===== src/rtl/instr_enc_pkg.sv =====
// Shared types, constants and pure field-packing helpers for the RV32I instruction encoder.
// Immediate range checking (imm_fits) is only consumed when ENC_RANGE_CHECK_EN is defined.
package instr_enc_pkg;

  localparam int unsigned XLEN = 32;

  typedef enum logic [2:0] {
    FMT_R = 3'd0,
    FMT_I = 3'd1,
    FMT_S = 3'd2,
    FMT_B = 3'd3,
    FMT_U = 3'd4,
    FMT_J = 3'd5
  } fmt_e;

  localparam logic [XLEN-1:0] NOP = 32'h0000_0013;

  localparam logic [6:0] OPC_OP     = 7'h33;
  localparam logic [6:0] OPC_OP_IMM = 7'h13;
  localparam logic [6:0] OPC_STORE  = 7'h23;
  localparam logic [6:0] OPC_BRANCH = 7'h63;
  localparam logic [6:0] OPC_LUI    = 7'h37;
  localparam logic [6:0] OPC_JAL    = 7'h6F;

  typedef struct packed {
    logic [2:0]      fmt;
    logic [6:0]      opcode;
    logic [4:0]      rd;
    logic [2:0]      funct3;
    logic [4:0]      rs1;
    logic [4:0]      rs2;
    logic [6:0]      funct7;
    logic [XLEN-1:0] imm;
  } enc_fields_t;

  typedef struct packed {
    logic            err;
    logic [XLEN-1:0] word;
  } enc_entry_t;

  function automatic logic fmt_legal(logic [2:0] fmt);
    return fmt <= 3'd5;
  endfunction

  // Place each field at its RV32I bit position; illegal formats become a NOP.
  function automatic logic [XLEN-1:0] pack(enc_fields_t f);
    logic [XLEN-1:0] w;
    w = NOP;
    case (f.fmt)
      FMT_R: w = {f.funct7, f.rs2, f.rs1, f.funct3, f.rd, f.opcode};
      FMT_I: w = {f.imm[11:0], f.rs1, f.funct3, f.rd, f.opcode};
      FMT_S: w = {f.imm[11:5], f.rs2, f.rs1, f.funct3, f.imm[4:0], f.opcode};
      FMT_B: w = {f.imm[12], f.imm[10:5], f.rs2, f.rs1, f.funct3,
                  f.imm[4:1], f.imm[11], f.opcode};
      FMT_U: w = {f.imm[31:12], f.rd, f.opcode};
      FMT_J: w = {f.imm[20], f.imm[10:1], f.imm[11], f.imm[19:12], f.rd, f.opcode};
      default: w = NOP;
    endcase
    return w;
  endfunction

  // True when the immediate survives truncation into its format unchanged.
  function automatic logic imm_fits(enc_fields_t f);
    logic ok;
    ok = 1'b1;
    case (f.fmt)
      FMT_I, FMT_S: ok = (&f.imm[31:11]) || !(|f.imm[31:11]);
      FMT_B:        ok = ((&f.imm[31:12]) || !(|f.imm[31:12])) && !f.imm[0];
      FMT_J:        ok = ((&f.imm[31:20]) || !(|f.imm[31:20])) && !f.imm[0];
      FMT_U:        ok = !(|f.imm[11:0]);
      default:      ok = 1'b1;
    endcase
    return ok;
  endfunction

endpackage


===== src/rtl/instr_enc_fifo.sv =====
// DEPTH-entry shift-register buffer of {err, word}; head entry is always slot 0.
// wr_ready (not full) and rd_valid (not empty) are registered.
module instr_enc_fifo
  import instr_enc_pkg::*;
#(
  parameter int unsigned DEPTH = 2
) (
  input  logic       clk,
  input  logic       rst,
  input  logic       wr_valid,
  output logic       wr_ready,
  input  enc_entry_t wr_data,
  output logic       rd_valid,
  input  logic       rd_ready,
  output enc_entry_t rd_data
);

  localparam int unsigned CW = $clog2(DEPTH + 1);

  enc_entry_t    mem     [DEPTH];
  enc_entry_t    mem_nxt_c [DEPTH];
  logic [CW-1:0] cnt;
  logic [CW-1:0] cnt_nxt_c;
  logic [CW-1:0] wr_idx_c;
  logic          push_c;
  logic          pop_c;

  assign push_c  = wr_valid && wr_ready;
  assign pop_c   = rd_valid && rd_ready;
  assign rd_data = mem[0];

  // Shift on pop, then write the new entry just behind the surviving ones.
  always_comb begin
    cnt_nxt_c = cnt + CW'(push_c) - CW'(pop_c);
    wr_idx_c  = pop_c ? cnt - CW'(1) : cnt;
    for (int i = 0; i < int'(DEPTH); i++) begin
      mem_nxt_c[i] = mem[i];
    end
    if (pop_c) begin
      for (int i = 0; i < int'(DEPTH) - 1; i++) begin
        mem_nxt_c[i] = mem[i+1];
      end
    end
    if (push_c) begin
      for (int i = 0; i < int'(DEPTH); i++) begin
        if (CW'(i) == wr_idx_c) mem_nxt_c[i] = wr_data;
      end
    end
  end

  always_ff @(posedge clk) begin
    if (rst) begin
      cnt      <= '0;
      wr_ready <= 1'b1;
      rd_valid <= 1'b0;
      for (int i = 0; i < int'(DEPTH); i++) begin
        mem[i] <= '0;
      end
    end else begin
      cnt      <= cnt_nxt_c;
      wr_ready <= cnt_nxt_c != CW'(DEPTH);
      rd_valid <= cnt_nxt_c != '0;
      for (int i = 0; i < int'(DEPTH); i++) begin
        mem[i] <= mem_nxt_c[i];
      end
    end
  end

endmodule


===== src/rtl/instr_encoder.sv =====
// Packs RV32I fields into instruction words and queues them behind a valid/ready buffer.
// Optional macro ENC_RANGE_CHECK_EN: also flag immediates that do not fit their format.
module instr_encoder
  import instr_enc_pkg::*;
#(
  parameter int unsigned CNT_W = 16,
  parameter int unsigned DEPTH = 2
) (
  input  logic             clk,
  input  logic             rst,
  input  logic             in_valid,
  output logic             in_ready,
  input  logic [2:0]       in_fmt,
  input  logic [6:0]       in_opcode,
  input  logic [4:0]       in_rd,
  input  logic [2:0]       in_funct3,
  input  logic [4:0]       in_rs1,
  input  logic [4:0]       in_rs2,
  input  logic [6:0]       in_funct7,
  input  logic [31:0]      in_imm,
  output logic             out_valid,
  input  logic             out_ready,
  output logic [31:0]      out_word,
  output logic             out_err,
  output logic [CNT_W-1:0] enc_count
);

  enc_fields_t fields_c;
  enc_entry_t  entry_c;
  enc_entry_t  head;
  logic        push_c;

  assign fields_c = '{fmt: in_fmt, opcode: in_opcode, rd: in_rd, funct3: in_funct3,
                      rs1: in_rs1, rs2: in_rs2, funct7: in_funct7, imm: in_imm};

  always_comb begin
    entry_c.word = pack(fields_c);
    entry_c.err  = !fmt_legal(fields_c.fmt);
`ifdef ENC_RANGE_CHECK_EN
    if (fmt_legal(fields_c.fmt) && !imm_fits(fields_c)) entry_c.err = 1'b1;
`endif
  end

  assign push_c = in_valid && in_ready;

  // Accepted field sets, wrapping naturally at the counter width.
  always_ff @(posedge clk) begin
    if (rst) begin
      enc_count <= '0;
    end else if (push_c) begin
      enc_count <= enc_count + CNT_W'(1);
    end
  end

  instr_enc_fifo #(
    .DEPTH(DEPTH)
  ) u_fifo (
    .clk      (clk),
    .rst      (rst),
    .wr_valid (in_valid),
    .wr_ready (in_ready),
    .wr_data  (entry_c),
    .rd_valid (out_valid),
    .rd_ready (out_ready),
    .rd_data  (head)
  );

  assign out_word = head.word;
  assign out_err  = head.err;

endmodule


===== config.mk =====
export PLATFORM = sky130hd
export DESIGN_NAME = instr_encoder
export DESIGN_NICKNAME = d
export VERILOG_FILES = /design/src/rtl/instr_enc_pkg.sv /design/src/rtl/instr_enc_fifo.sv /design/src/rtl/instr_encoder.sv
export SDC_FILE = /design/constraint.sdc
export NUM_CORES = 1
export LEC_CHECK = 0
export BUFFER_PORTS_ARGS = -buffer_cell sky130_fd_sc_hd__buf_4
export CORE_MARGIN = 8
export CORE_UTILIZATION = 52
export CTS_CLUSTER_SIZE = 25
export DETAILED_ROUTE_END_ITERATION = 7
export HOLD_SLACK_MARGIN = 0.03
export PLACE_DENSITY = 0.81
export RECOVER_POWER = 50
export SLEW_MARGIN = 20
export SYNTH_ARGS = -nofsm -noshare
export SYNTH_HDL_FRONTEND = slang
export SYNTH_SLANG_ARGS = --single-unit

===== constraint.sdc =====
create_clock -name clk -period 2.9 [get_ports clk]
set_clock_uncertainty 0.15 [all_clocks]
set_input_delay 0.58 -clock clk [delete_from_list [all_inputs] [get_ports clk]]
set_output_delay 0.58 -clock clk [all_outputs]
set_load 0.1 [all_outputs]

==> results of run 1 <==
[routing by layer]
layer	track usage [%]	routed length [um]
met5	0	0
met4	5.912	191
met3	4.933	748
met2	32.01	5421
met1	26.25	5100
[registers in the layout, indices dropped and copies added, names as in the netlist]
name and count:
u_fifo.rd_valid 1, u_fifo.cnt 2, u_fifo.wr_ready 1, enc_count 16, u_fifo.mem 66
[cells in the final DEF (no fill, tap or decap), types with 13 or more instances in the layout]
master / count
sky130_fd_sc_hd__dfxtp_1: 85
sky130_fd_sc_hd__a21oi_1: 13
sky130_fd_sc_hd__a311oi_1: 33
sky130_fd_sc_hd__buf_4: 78
sky130_fd_sc_hd__nor2_1: 71
sky130_fd_sc_hd__o21ai_0: 14
sky130_fd_sc_hd__nand2_1: 80
sky130_fd_sc_hd__nor3_1: 32
sky130_fd_sc_hd__clkbuf_1: 52
sky130_fd_sc_hd__a221oi_1: 25
[synthesized netlist by cell type (all sizes together)]
master and number:
nor2 71, ha 3, nor4 1, xnor2 6, buf 51, a32oi 2
a21oi 13, or2 2, nor3 32, xor2 11, mux2 4, and3 3
a22oi 1, nand3 12, a221oi 25, or3 3, a311oi 33, inv 6
mux2i 7, nor2b 4, and3b 2, clkinv 1, a211oi 4, nand4 5
a32o 3, clkbuf 18, dfxtp 86, o21ai 15, nand2 81, and2 3
[logic make-up (layout without fill, tap and decap cells)]
| group | after synthesis | after routing | synth area share (%) |
|---|---|---|---|
| buffers and inverters | 76 | 155 | 10.94 |
| multiplexers | 11 | 11 | 2.764 |
| flip-flops | 86 | 86 | 41.35 |
| XOR/XNOR | 17 | 17 | 3.576 |
| adder cells (fa/ha/maj) | 3 | 3 | 0.9015 |
| AO/OA/AOI/OAI | 96 | 96 | 17.61 |
| AND/OR/NAND/NOR | 219 | 219 | 22.87 |
[layout make-up]
type                            count  area (um^2)  area share (%)
Timing Repair Buffer              132        822.0           16.74
Clock inverter                      5        82.58           1.682
Tap cell                          102        127.6           2.599
Multi-Input combinational cell    346         1987           40.47
Sequential cell                    86         1723           35.09
Clock buffer                       11        141.4           2.880
Inverter                            7        26.28          0.5352
[through the flow]
step	instance area [um^2]	std cells
finish	4910	689
detailed placement	4880	673
floorplan	4165	508
CTS	5104	689
global route	4910	689
global placement	4880	673
[worst max path at each step]
| stage | slack, ns | depth (start not counted) | start | end |
|---|---|---|---|---|
| after global placement | 0.48 | 8 | out_ready | u_fifo.mem[0][21]$_SDFF_PP0_ |
| after CTS | 0.74 | 7 | u_fifo.rd_valid$_SDFF_PP0_ | u_fifo.mem[0][21]$_SDFF_PP0_ |
| after floorplan | 0.20 | 10 | u_fifo.rd_valid$_SDFF_PP0_ | u_fifo.mem[0][37]$_SDFFE_PP0P_ |
| after detailed placement | 0.43 | 8 | out_ready | u_fifo.mem[0][21]$_SDFF_PP0_ |
| final | 0.49 | 1 | enc_count[0]$_SDFFE_PP0P_ | enc_count[0] |
| after global routing | 0.45 | 1 | enc_count[0]$_SDFFE_PP0P_ | enc_count[0] |
[power by group through the flow]
stage,sequential (W),clock (W),combinational (W)
6_report,0.00181,0.000943,0.00313
2_1_floorplan,0.00196,0,0.00275
5_1_grt,0.00185,0.00101,0.00331
4_1_cts,0.00181,0.000947,0.00333
3_5_place_dp,0.00183,0,0.00333
3_3_place_gp,0.00182,0,0.00327
==> results.md, run 1 <==
Clock tree:
- The total CTS buffers is 9.
- The root buffer cell is sky130_fd_sc_hd__clkbuf_8.
- The number of hold buffers added after CTS was 0.
- The maximum root-to-sink buffer count is 2.
- In this run, post-CTS repair resized a total of 0 instances.
- The CTS tree is yes.
- The clock latency on the worst-skew pair is 0.35 ns.
- The maximum level of the CTS H-tree is 3.
- The clock drives 86 sinks.
- The clock transition at the registers of the reported paths is 0.09 ns.
- In this run the post-CTS setup repair buffer count came out at 0.

Place:
- The port buffer count is 121.
- At the end of routability-driven placement, the weighted congestion stood at 0.8780.
- The wire-length estimate of the detail-placed layout is 8135 um.
- The post-placement worst setup slack is 0.4328 ns.

Min path:
- The number of cells on the worst hold path is 2.
- The min-delay analysis places its worst path in the category flop to flop.
- The sink of the worst hold path is u_fifo.mem[0][65]$_SDFFE_PP0P_.
- The startpoint identified for the worst hold timing path is u_fifo.mem[0][65]$_SDFFE_PP0P_.

Global route:
- The overall overflow remaining after global route is 0.
- Across every metal layer, demand over resource in global routing totals 20.10%.
- The global-route wire length before repair is 18,910 um.
- The initial antenna violation count is 0.
- The number of global-route vias before repair is 3,897.
- Entering global routing, the biggest net connects 86 pins.

Finish:
- The number of diodes added for antenna fixing is 0.
- The fraction of the core area covered by cells at the end of the flow is 63.54%.
- In the final layout, the share of cells above drive strength 1 is 18.06%.
- Compared with the post-synthesis result, the final layout area differs by 17.91%.
- After filler insertion, the fill cell instance count of the layout stands at 711.
- After the last flow step, the layout net total stands at 656.

STA:
- The final hold violation count was 0.
- After routing, the total negative slack on setup checks comes to 0 ns.
- The final setup slack of the worst path is 0.4864 ns.
- The max-slew headroom at the worst pin is -13.98%.
- The final max-slew violation count came to 86.
- Setup violations remaining at the end of the flow were counted as 0.
- For this run, the top clock speed supported by timing is 0.4143 GHz.
- Setup repair after global routing left no endpoint under its margin.
- The final critical path time including I/O delays and setup is 2.414 ns.
- The minimum hold slack is 0.3120 ns.
- The worst-margin pin slew is 1.710 ns.
- The share of the clock period used by the worst path is 83.23%.

Floorplanning:
- The initial core utilization is 53.89%.
- The y dimension of the die is 105.5 um.
- The count of standard-cell rows is 32.
- During I/O placement, the number of pins put on the boundary was 122.
- From left edge to right edge, the die measures 105.5 um.
- The die outline area is 11,130 um^2.
- The core area is 7727 um^2.

Synthesis:
- In this run the biggest area consumer among cell types represents 41.35% of the synthesized area.
- Counting flops and latches in the post-synthesis netlist gives 86.
- After synthesis, flip-flops and latches occupy 41.35% of the total area.
- The post-synth design cell area is 4164 um^2.
- Of all cell types, the one taking the most synthesized area is sky130_fd_sc_hd__dfxtp_1.
- The cell count after synthesis is 508.
- The number of different library cells in the post-synthesis netlist is 37.
- The synthesized area per cell is 8.197 um^2.
- Yosys printed 0 warnings.
- The net count of the mapped netlist is 582.
- Sorting the synthesized cells by area gives the leading types as sky130_fd_sc_hd__dfxtp_1, sky130_fd_sc_hd__nand2_1, sky130_fd_sc_hd__a311oi_1.

Pwr:
- Internal power comes to 0.002718 W.
- In this run the power spent charging and discharging nets is 0.003166 W.
- The total power divided by cell area is 1198 nW/um^2.
- The analysis attributes to cell leakage a power of 1.848 nW.
- The maximum VDD drop is 0.7993 mV.
- Of the total power, registers draw 30.8%.
- The design draws 0.005884 W.
- The share of total power dissipated in combinational logic is 53.2%.
- The proportion of total power due to net switching is 53.81%.
- The share of total power dissipated in the clock network is 16.0%.

Worst setup path:
- Grouping stages by cell kind, the critical path spends the most delay in buffers and inverters.
- The signal on the critical path passes through clkbuf_1.
- By startpoint and endpoint, the worst setup path is classified as flop to primary output.
- The kind of start point of the critical path is a flop.
- The worst register-to-register path has a depth of 7.
- On the worst path, the slowest cell contributes a delay of 0.90 ns.
- In this run the worst path has a maximum fanout of 5.
- On the critical path, the stage with the largest delay is an instance of sky130_fd_sc_hd__clkbuf_1.
- The data required time of the worst path is 2.17 ns.
- The data arrival time at the worst-slack endpoint is 1.68 ns.
- Setup slack on the worst reg-to-reg path comes out at 0.72 ns.
- The startpoint of the worst register-to-register path is u_fifo.rd_valid$_SDFF_PP0_.
- STA classifies the critical path endpoint as a primary output.
- The number of buffer and inverter stages on the critical path is 1.
- The capture instance of the worst register-to-register path is u_fifo.mem[0][21]$_SDFF_PP0_.

Routing:
- The overall routed net length is 11,460 um.
- The first detailed-routing pass ran for 5 iterations.
- The post-detailed-route via-to-cell ratio is 5.720.
- The count of nets left with antenna violations once routing finished came out at 0.
- Summing over every cut layer, the via total after detailed routing is 3,941.
- The first routing iteration left 267 violations.
- The number of remaining DRC errors is 0.
- Dividing the detail-routed wire length by the instance count gives 16.63 um.

Run:
- The tool flagged a number of max-cap violations equal to 1.

Status:
- The run finished, with violations left.
- The checks that failed: max-capacitance violations, max-slew violations.
Power figures use the tool's default switching activity.
==> inputs of run 2 (changes only) <==
--- a/config.mk
+++ b/config.mk
@@ -7,11 +7,11 @@
 export LEC_CHECK = 0
 export BUFFER_PORTS_ARGS = -buffer_cell sky130_fd_sc_hd__buf_4
 export CORE_MARGIN = 8
-export CORE_UTILIZATION = 52
+export CORE_UTILIZATION = 47
 export CTS_CLUSTER_SIZE = 25
 export DETAILED_ROUTE_END_ITERATION = 7
 export HOLD_SLACK_MARGIN = 0.03
-export PLACE_DENSITY = 0.81
+export PLACE_DENSITY = 0.77
 export RECOVER_POWER = 50
 export SLEW_MARGIN = 20
 export SYNTH_ARGS = -nofsm -noshare
==> constraint.sdc (replaced) <==
create_clock -name clk -period 2.1 [get_ports clk]
set_clock_uncertainty 0.15 [all_clocks]
set_input_delay 0.42 -clock clk [delete_from_list [all_inputs] [get_ports clk]]
set_output_delay 0.42 -clock clk [all_outputs]
set_load 0.1 [all_outputs]
==> results.md, run 2 (same netlist as run 1, synthesis figures left out) <==
Finish:
- The total area of multi-input combinational cells is 2022 um^2 (+1.8%).
- The largest register by flop count is u_fifo.mem.
- Relative to the synthesized area, the layout overhead comes to 22.90%.
- The number of diodes added for antenna fixing is 0 (unchanged).
- The number of fill cells was 800 (+13%).
- The number of nets in the finished design is 663 (+1.1%).
- The library cell used most frequently in the layout, excluding fill and tap cells, is sky130_fd_sc_hd__buf_4.
- The largest registers in the layout are u_fifo.mem: 66 flops, enc_count: 16 flops, u_fifo.cnt: 2 flops.
- In the layout the commonest cells are sky130_fd_sc_hd__buf_4, sky130_fd_sc_hd__nand2_1, sky130_fd_sc_hd__dfxtp_1, sky130_fd_sc_hd__nor2_1, sky130_fd_sc_hd__clkbuf_2.
- The fraction of final layout cells sized beyond drive strength 1 is 29.80% (+12 points).
- The flip-flop count of the largest register, all copies and words added is 66 (unchanged).
- The sequential standard cell area is 1733 um^2 (+0.58%).

Floorplanning:
- The die outline area was 12,130 um^2 (+9.0%).
- The count of standard-cell rows was 34 (+6.3%).
- The initial core utilization came to 47.98% (-5.9 points).
- The die outline width is 110.1 um (+4.4%).
- The number of ports placed on the die boundary is 122 (unchanged).
- The core area is 8678 um^2 (+12%).
- The y dimension of the die is 110.1 um (+4.4%).

Routing:
- The met3 layer wire length in the routed design is 727 um (-2.8%).
- The DRC violation total after the first TritonRoute iteration is 214 (-20%).
- The number of vias in the routed layout was 3,911 (-0.76%).
- The per-cell routed wire length came to 16.43 um (-1.2%).
- The routed metal-1 wirelength is 4562 um (-11%).
- The first-pass detailed-route iteration total is 5 (unchanged).
- The met2 routed wirelength was 6066 um (+12%).
- The overall routed net length is 11,530 um (+0.63%).
- The final antenna-violating net count was 0 (unchanged).
- The post-detailed-route via-to-cell ratio is 5.571 (-2.6%).
- The highest metal layer with signal wires is met4.
- The number of remaining DRC errors is 0 (unchanged).

STA:
- The max-slew headroom at the worst pin came to 61.74% (+76 points).
- Setup repair after global routing left no endpoint under its margin.
- The final critical path time including I/O delays and setup is 1.945 ns.
- Dividing the final minimum period by the clock period gives 92.63%.
- The final hold violation count is 0 (unchanged).
- The top achievable clock speed is 0.5141 GHz.
- The final number of setup-violating endpoints was 0 (unchanged).
- The final setup slack of the worst path is 0.1548 ns (-0.3316 ns).
- The worst-margin pin slew is 0.5764 ns (-1.133 ns).
- The minimum hold slack was 0.1762 ns (-0.1358 ns).
- The final max-slew violation count came to 0 (-100%).

Clock tree:
- The total CTS buffers is 9 (unchanged).
- The root buffer cell is sky130_fd_sc_hd__clkbuf_8.
- The total setup buffers inserted after CTS is 0 (unchanged).
- The clock latency on the worst-skew pair is 0.35 ns (about the same).
- The count of clock tree sinks is 86 (unchanged).
- TritonCTS built the clock tree.
- The number of buffers added to fix hold violations after cts is 0 (unchanged).
- The number of gates resized after CTS is 0 (unchanged).
- The clock transition at the registers of the reported paths is 0.10 ns (about the same).
- The maximum root-to-sink buffer count is 2 (unchanged).
- The maximum level of the CTS H-tree was 3 (unchanged).

Status:
- The flow ran to the end, and the final reports show no timing, DRC or antenna violations.

Global route:
- The number of global-route vias before repair is 3,628 (-6.9%).
- The initial antenna violation count came to 0 (unchanged).
- The maximum number of pins on one net before global-route repair is 54 (-37%).
- The combined global-route utilization of all metal layers is 18.41% (-1.7 points).
- The overall overflow remaining after global route is 0 (unchanged).
- The global-route wire length before repair is 17,860 um (-5.5%).

Worst setup path:
- The data required time of the worst path is 2.22 ns (+0.05 ns).
- The data arrival time at the worst-slack endpoint is 2.07 ns (+0.39 ns).
- The nature of the critical path endpoint is a flop.
- The largest driver fanout on the critical path was 53 (+48).
- The worst setup path is launched from a flop.
- The setup path with the least slack is of type flop to flop.
- The cell depth of the worst flop-to-flop path is 6 (-1).

Pwr:
- The maximum VDD drop came to 0.8959 mV (+12%).
- The leakage power figure was 2.062 nW (+12%).
- The overall power consumption is 0.008362 W (+42%).
- The total power divided by cell area is 1634 nW/um^2 (+36%).

Place:
- The port buffer count is 121 (unchanged).
- The post-detailed-placement half-perimeter wirelength is 8422 um (+3.5%).
- The weighted congestion reported at the end of routability-driven placement came to 0.8656 (-1.4%).
- The post-placement worst setup slack came to 0.03006 ns (-0.4028 ns).

Run:
- The number of maximum-capacitance violations is 0 (-1).

Min path:
- The number of cells on the worst hold path came to 3 (+1).
- The worst hold path belongs to the class input port to flop.
## run 2: cell types whose count changed in the layout (fill, tap and decap cells not counted), moves of 3 or more
cell / delta
sky130_fd_sc_hd__buf_12: +3
sky130_fd_sc_hd__buf_4: +4
sky130_fd_sc_hd__clkbuf_1: -51
sky130_fd_sc_hd__clkbuf_2: +50
sky130_fd_sc_hd__dfxtp_1: -8
sky130_fd_sc_hd__dfxtp_2: +8
sky130_fd_sc_hd__inv_6: +3
## run 2: area by class of cell
class,count,share of cell area [%]
clock inverter,7,1.956
clock buffer,9,2.421
sequential,86,33.86
multi-input combinational,346,39.51
inverter,7,0.5623
timing repair buffer,139,19.05
tap,108,2.641
## run 2: layer usage
layer,GRT usage (%),up-vias
met5,0,-
met4,5.519,0
met3,4.419,16
met2,31.93,124
met1,22.06,1830
li1,-,1941
## run 2: worst paths after layout
kind                                    end  slack [ns]                      startpoint
max            u_fifo.mem[0][21]$_SDFF_PP0_        0.15      u_fifo.rd_valid$_SDFF_PP0_
min          u_fifo.mem[0][35]$_SDFFE_PP0P_        0.18                    in_opcode[2]
max reg2reg    u_fifo.mem[0][21]$_SDFF_PP0_        0.15      u_fifo.rd_valid$_SDFF_PP0_
min reg2reg  u_fifo.mem[0][35]$_SDFFE_PP0P_        0.32  u_fifo.mem[0][35]$_SDFFE_PP0P_
## run 2: worst max-delay path: stages, from the launching register on
cell,delay [ns]
sky130_fd_sc_hd__dfxtp_1,0.39
sky130_fd_sc_hd__nand2_4,0.09
sky130_fd_sc_hd__or3_4,0.35
sky130_fd_sc_hd__nand4_1,0.17
sky130_fd_sc_hd__buf_12,0.26
sky130_fd_sc_hd__and3b_1,0.21
sky130_fd_sc_hd__a311oi_1,0.23
## run 2: report_power, final
| group | switching [W] | internal, W |
|---|---|---|
| clock network | 0.000625 | 0.000683 |
| logic | 0.00352 | 0.00106 |
| registers | 0.000302 | 0.00218 |
## run 2: through the flow
stage / instances / instance area, um^2 / utilization (%) / setup TNS (ns)
after floorplan: 508 / 4243 / - / -0.1382
after global placement: 686 / 5032 / 57.99 / 0
after detailed placement: 686 / 5032 / 57.99 / 0
after CTS: 702 / 5256 / 60.57 / 0
after global routing: 702 / 5117 / 58.97 / 0
final: 702 / 5117 / 58.97 / 0
